==> src/rtl/axi_outstanding_tracker.sv <==
// axi_outstanding_tracker: saturating AW/B and AR/R outstanding counters with stall limits and a drain handshake.
// Define AXI_OUTSTANDING_TRACKER_ERR_EN to build in the sticky over/underflow flag err_o.
module axi_outstanding_tracker #(
    parameter int COUNTER_SIZE = 4,
    parameter int MAX_AW       = 8,
    parameter int MAX_AR       = 8
) (
    input  logic                    clk_i,
    input  logic                    rst_ni,
    input  logic                    aw_sync_i,
    input  logic                    b_sync_i,
    input  logic                    ar_sync_i,
    input  logic                    r_sync_i,
    input  logic                    drain_req_i,
    input  logic                    err_clr_i,
    output logic                    busy_o,
    output logic [COUNTER_SIZE-1:0] aw_count_o,
    output logic [COUNTER_SIZE-1:0] ar_count_o,
    output logic                    aw_stall_o,
    output logic                    ar_stall_o,
    output logic                    drain_ack_o,
    output logic                    err_o
);
    typedef enum logic [1:0] {RUN, DRAIN, HALTED} state_t;
    localparam logic [COUNTER_SIZE-1:0] CNT_MAX = '1;
    localparam logic [COUNTER_SIZE-1:0] AW_LIM  = COUNTER_SIZE'(MAX_AW);
    localparam logic [COUNTER_SIZE-1:0] AR_LIM  = COUNTER_SIZE'(MAX_AR);
    state_t                  state_q, state_d;
    logic [COUNTER_SIZE-1:0] aw_q, aw_d, ar_q, ar_d;
    logic                    aw_inc, aw_dec, ar_inc, ar_dec;
    always_comb begin
        aw_inc  = aw_sync_i & ~b_sync_i;
        aw_dec  = b_sync_i & ~aw_sync_i;
        ar_inc  = ar_sync_i & ~r_sync_i;
        ar_dec  = r_sync_i & ~ar_sync_i;
        aw_d    = (aw_inc && aw_q != CNT_MAX) ? aw_q + 1'b1 : (aw_dec && aw_q != '0) ? aw_q - 1'b1 : aw_q;
        ar_d    = (ar_inc && ar_q != CNT_MAX) ? ar_q + 1'b1 : (ar_dec && ar_q != '0) ? ar_q - 1'b1 : ar_q;
        // Dropping the request always returns to RUN; HALTED needs both registered counts at zero.
        state_d = !drain_req_i ? RUN :
                  (state_q == RUN) ? DRAIN :
                  (state_q == DRAIN && (aw_q != '0 || ar_q != '0)) ? DRAIN : HALTED;
    end
    always_ff @(posedge clk_i or negedge rst_ni) begin
        if (!rst_ni) begin
            aw_q    <= '0;
            ar_q    <= '0;
            state_q <= RUN;
        end else begin
            aw_q    <= aw_d;
            ar_q    <= ar_d;
            state_q <= state_d;
        end
    end
    assign aw_count_o  = aw_q;
    assign ar_count_o  = ar_q;
    assign busy_o      = (aw_q != '0) || (ar_q != '0);
    assign aw_stall_o  = (aw_q >= AW_LIM) || (state_q != RUN);
    assign ar_stall_o  = (ar_q >= AR_LIM) || (state_q != RUN);
    assign drain_ack_o = (state_q == HALTED);
`ifdef AXI_OUTSTANDING_TRACKER_ERR_EN
    logic err_q, err_ev;
    // A same-cycle increment and decrement never counts as an error, even at the rails.
    assign err_ev = (aw_inc && aw_q == CNT_MAX) || (aw_dec && aw_q == '0) ||
                    (ar_inc && ar_q == CNT_MAX) || (ar_dec && ar_q == '0);
    always_ff @(posedge clk_i or negedge rst_ni) begin
        if (!rst_ni) err_q <= 1'b0;
        else         err_q <= err_ev || (err_q && !err_clr_i);
    end
    assign err_o = err_q;
`else
    logic unused_err_clr;
    assign unused_err_clr = err_clr_i;
    assign err_o          = 1'b0;
`endif
endmodule

==> config.mk <==
export PLATFORM = sky130hd
export DESIGN_NAME = axi_outstanding_tracker
export DESIGN_NICKNAME = d
export VERILOG_FILES = /design/src/rtl/axi_outstanding_tracker.sv
export SDC_FILE = /design/constraint.sdc
export NUM_CORES = 1
export LEC_CHECK = 0
export CAP_MARGIN = 20
export CORE_UTILIZATION = 43
export CTS_BUF_LIST = sky130_fd_sc_hd__clkbuf_8 sky130_fd_sc_hd__clkbuf_16
export CTS_CLUSTER_DIAMETER = 150
export CTS_CLUSTER_SIZE = 40
export DETAILED_ROUTE_END_ITERATION = 7
export GPL_ROUTABILITY_DRIVEN = 1
export MAX_ROUTING_LAYER = met4
export PLACE_DENSITY = 0.76
export SYNTH_ARGS = -nofsm -noshare
export SYNTH_HDL_FRONTEND = slang
export SYNTH_SLANG_ARGS = --single-unit
==> constraint.sdc <==
create_clock -name clk_i -period 2.6 [get_ports clk_i]
set_clock_uncertainty 0.05 [all_clocks]
set_input_delay 0.52 -clock clk_i [delete_from_list [all_inputs] [get_ports clk_i]]
set_output_delay 0.52 -clock clk_i [all_outputs]
set_load 0.05 [all_outputs]
==> Flow_metrics.wiki <==
{| class="wikitable"
! Metric !! Value
|-
| Initial core utilization || 0.474
|-
| DRT Pass-1 Iters || 2
|-
| Gpl congestion || 0.706
|-
| Number of warning messages in the yosys log || 0
|-
| Number of core rows || 13
|-
| Number of gates given a new drive strength after cts || 0
|-
| Count of hold buffers inserted by post-cts repair || 0
|-
| Placed Cells incl. Taps || 85
|-
| Commonest cells after routing, fill and taps aside || sky130_fd_sc_hd__clkdlybuf4s50_1, sky130_fd_sc_hd__dfrtp_1, sky130_fd_sc_hd__xor2_1
|-
| Width of the chip || 40.6 µm
|-
| DRT Wirelength || 1.20 mm
|-
| Via/cell ratio || 5.18
|-
| Max cap viols || 0
|-
| # nets final || 89
|-
| CTS tree || yes
|-
| Power density of the placed cells || 1460 mW/mm²
|-
| Leading cell type in the layout, fill and taps excluded || sky130_fd_sc_hd__clkdlybuf4s50_1
|-
| Setup violation total in the final timing report || 0
|-
| Die Footprint || 0.00165 mm²
|-
| Buffers inserted by post-CTS timing repair || 0
|-
| Setup repair after global routing missed its margin || no
|-
| Antenna violations before repair || 0
|-
| Number of H-tree levels || 1
|-
| Clk Tree Root Cell || sky130_fd_sc_hd__clkbuf_8
|-
| Leading register cell type out of synthesis || sky130_fd_sc_hd__dfrtp_1
|-
| Clock share of power || 0.147
|-
| Final antenna diode count || 0
|-
| Nature of the critical path endpoint || output pin
|-
| Worst setup path category || register to output pin
|-
| Port Buffer Count || 18
|-
| Core footprint || 0.00135 mm²
|-
| Max Slew Vio Count || 0
|-
| Fin crit share || 0.932
|-
| Gate count of the mapped netlist || 51
|-
| Comb power frac || 0.584
|-
| Initial DRC count || 3
|-
| Hold WC Path Type || register to register
|-
| FF+latch count, synth || 10
|-
| Tightest Pin Transition || 0.497 ns
|-
| Final Hold Violating Endpoints || 0
|-
| Number of unique standard cell types used by synthesis || 22
|-
| Highest achievable clock rate || 0.413 GHz
|-
| Min Tclk post-route || 2.42 ns
|-
| Run status || completed
|-
| Pin count of the biggest net entering global routing || 11
|-
| Clock transition at the registers of the reported paths || 0.05 ns
|-
| Clock buffers created by TritonCTS || 3
|-
| Global-route wire length before repair || 2.02 mm
|-
| CP Data Arrival Time || 1.85 ns
|-
| Number of enable-type register cells in the synthesized netlist || 0
|-
| Final cell count without fillers || 89
|-
| Clock sink count || 10
|-
| Switching power || 620 µW
|-
| GRT Overall Usage || 0.210
|-
| Count of boundary I/O pins || 21
|-
| Worst slew slack as a fraction of its limit || 0.667
|-
| Finished layout cell area || 901 µm²
|-
| Sequential area share after synthesis || 0.391
|-
| Share of synthesized flip-flops with an asynchronous set or reset || 1.00
|-
| Placed Instance Area || 846 µm²
|-
| Total standard cell area after synthesis || 639 µm²
|-
| Switching share of power || 0.471
|-
| Detailed placement HPWL || 909 µm
|-
| Static leakage || 0.000397 µW
|-
| Total grt overflow || 0
|-
| Clock latency at the later pin of the worst-skew pair || 0.24 ns
|-
| Post-detailed-route count of antenna-violating nets || 0
|-
| Sum of negative setup slack || 0 ns
|-
| Routed length per placed instance || 13.5 µm
|-
| Worst vdd ir || 733 µV
|-
| Fraction of layout instances using a drive strength above 1 || 0.216
|-
| Sequential cell fraction of total power || 0.269
|-
| Area growth from synthesis to layout || 40.9%
|-
| Via count || 461
|-
| Floorplan die height || 40.6 µm
|-
| Post-Syn Area per Cell || 12.5 µm²
|-
| Critical path fanouts, max || 6
|-
| Number of nets produced by synthesis || 65
|-
| Worst-case clock buffer depth || 2
|-
| Startpoint types || register
|-
| Via count of the first global-routing pass || 425
|-
| DRC violation count after routing || 0
|-
| Worst EP required || 2.03 ns
|-
| Internal power || 696 µW
|}
## Yosys cell counts, types with 2 or more instances
library cell               n  area [µm²]
sky130_fd_sc_hd__a21oi_1   2        10.0
sky130_fd_sc_hd__nor2b_1   2        12.5
sky130_fd_sc_hd__mux2i_1   2        20.0
sky130_fd_sc_hd__ha_1      4        50.1
sky130_fd_sc_hd__nor4_2    2        25.0
sky130_fd_sc_hd__nand2_1   3        11.3
sky130_fd_sc_hd__mux2_4    4        60.1
sky130_fd_sc_hd__a41oi_1   2        17.5
sky130_fd_sc_hd__fa_1      2        40.0
sky130_fd_sc_hd__xor2_1    6        52.6
sky130_fd_sc_hd__dfrtp_1  10         250
sky130_fd_sc_hd__or3_1     2        12.5
## kinds of logic (layout without fill, tap and decap cells)
logic type	count (synthesis)	in the layout	share of synthesized area
XOR/XNOR	6	6	0.0822
buffers and inverters	1	24	0.0117
AO/OA/AOI/OAI	7	7	0.0783
AND/OR/NAND/NOR	14	14	0.164
adder cells (fa/ha/maj)	6	6	0.141
multiplexers	6	6	0.125
flip-flops	10	10	0.391
other	1	1	0.00587
## stage by stage
step	worst slack (ns)	util	total power, µW	hold WS (ns)
2_1_floorplan	0.359	-	888	0.174
3_3_place_gp	0.158	0.627	1110	0.497
3_5_place_dp	0.153	0.627	1130	0.496
4_1_cts	0.150	0.667	1330	0.514
5_1_grt	0.0434	0.667	1410	0.536
6_report	0.176	0.667	1320	0.501
## power by group through the flow
stage	Combinational [µW]	Sequential, µW	Clock [µW]
2_1_floorplan	332	555	0
5_1_grt	822	377	210
6_report	768	354	193
3_5_place_dp	769	358	0
3_3_place_gp	757	353	0
4_1_cts	777	357	199
## worst paths after layout
check,from,endpoint,slack [ns],depth (start not counted)
max,aw_count_o[1]$_DFFE_PN0P_,busy_o,0.18,3
min,aw_count_o[3]$_DFFE_PN0P_,aw_count_o[3]$_DFFE_PN0P_,0.50,1
max reg2reg,aw_count_o[2]$_DFFE_PN0P_,aw_count_o[3]$_DFFE_PN0P_,0.56,7
min reg2reg,aw_count_o[3]$_DFFE_PN0P_,aw_count_o[3]$_DFFE_PN0P_,0.50,1
max in group asynchronous,rst_ni,ar_count_o[0]$_DFFE_PN0P_,1.66,1
min in group asynchronous,rst_ni,ar_count_o[3]$_DFFE_PN0P_,0.54,1
## sequential cells by signal (all words and copies together), names as in the netlist
register    cells
aw_count_o      4
ar_count_o      4
state_q         2
## layout make-up
| cell class | count | area, µm² |
|---|---|---|
| fill | 101 | 449 |
| multi-input combinational | 40 | 382 |
| sequential | 10 | 250 |
| timing repair buffer | 20 | 195 |
| clock buffer | 4 | 55.1 |
| tap | 15 | 18.8 |
## critical path, cell delays in order (launching register included)
cell and delay [ns]:
sky130_fd_sc_hd__dfrtp_1 0.45, sky130_fd_sc_hd__nor4_2 0.38, sky130_fd_sc_hd__nand2_1 0.09, sky130_fd_sc_hd__clkdlybuf4s50_1 0.70
## per-layer routing
layer | vias up | part of all wire | track usage
li1 | 225 | - | -
met1 | 218 | 0.46 | 0.262
met2 | 13 | 0.47 | 0.294
met3 | 5 | 0.055 | 0.100
met4 | 0 | 0.014 | 0.0750
met5 | - | 0 | -
Power figures use the tool's default switching activity.
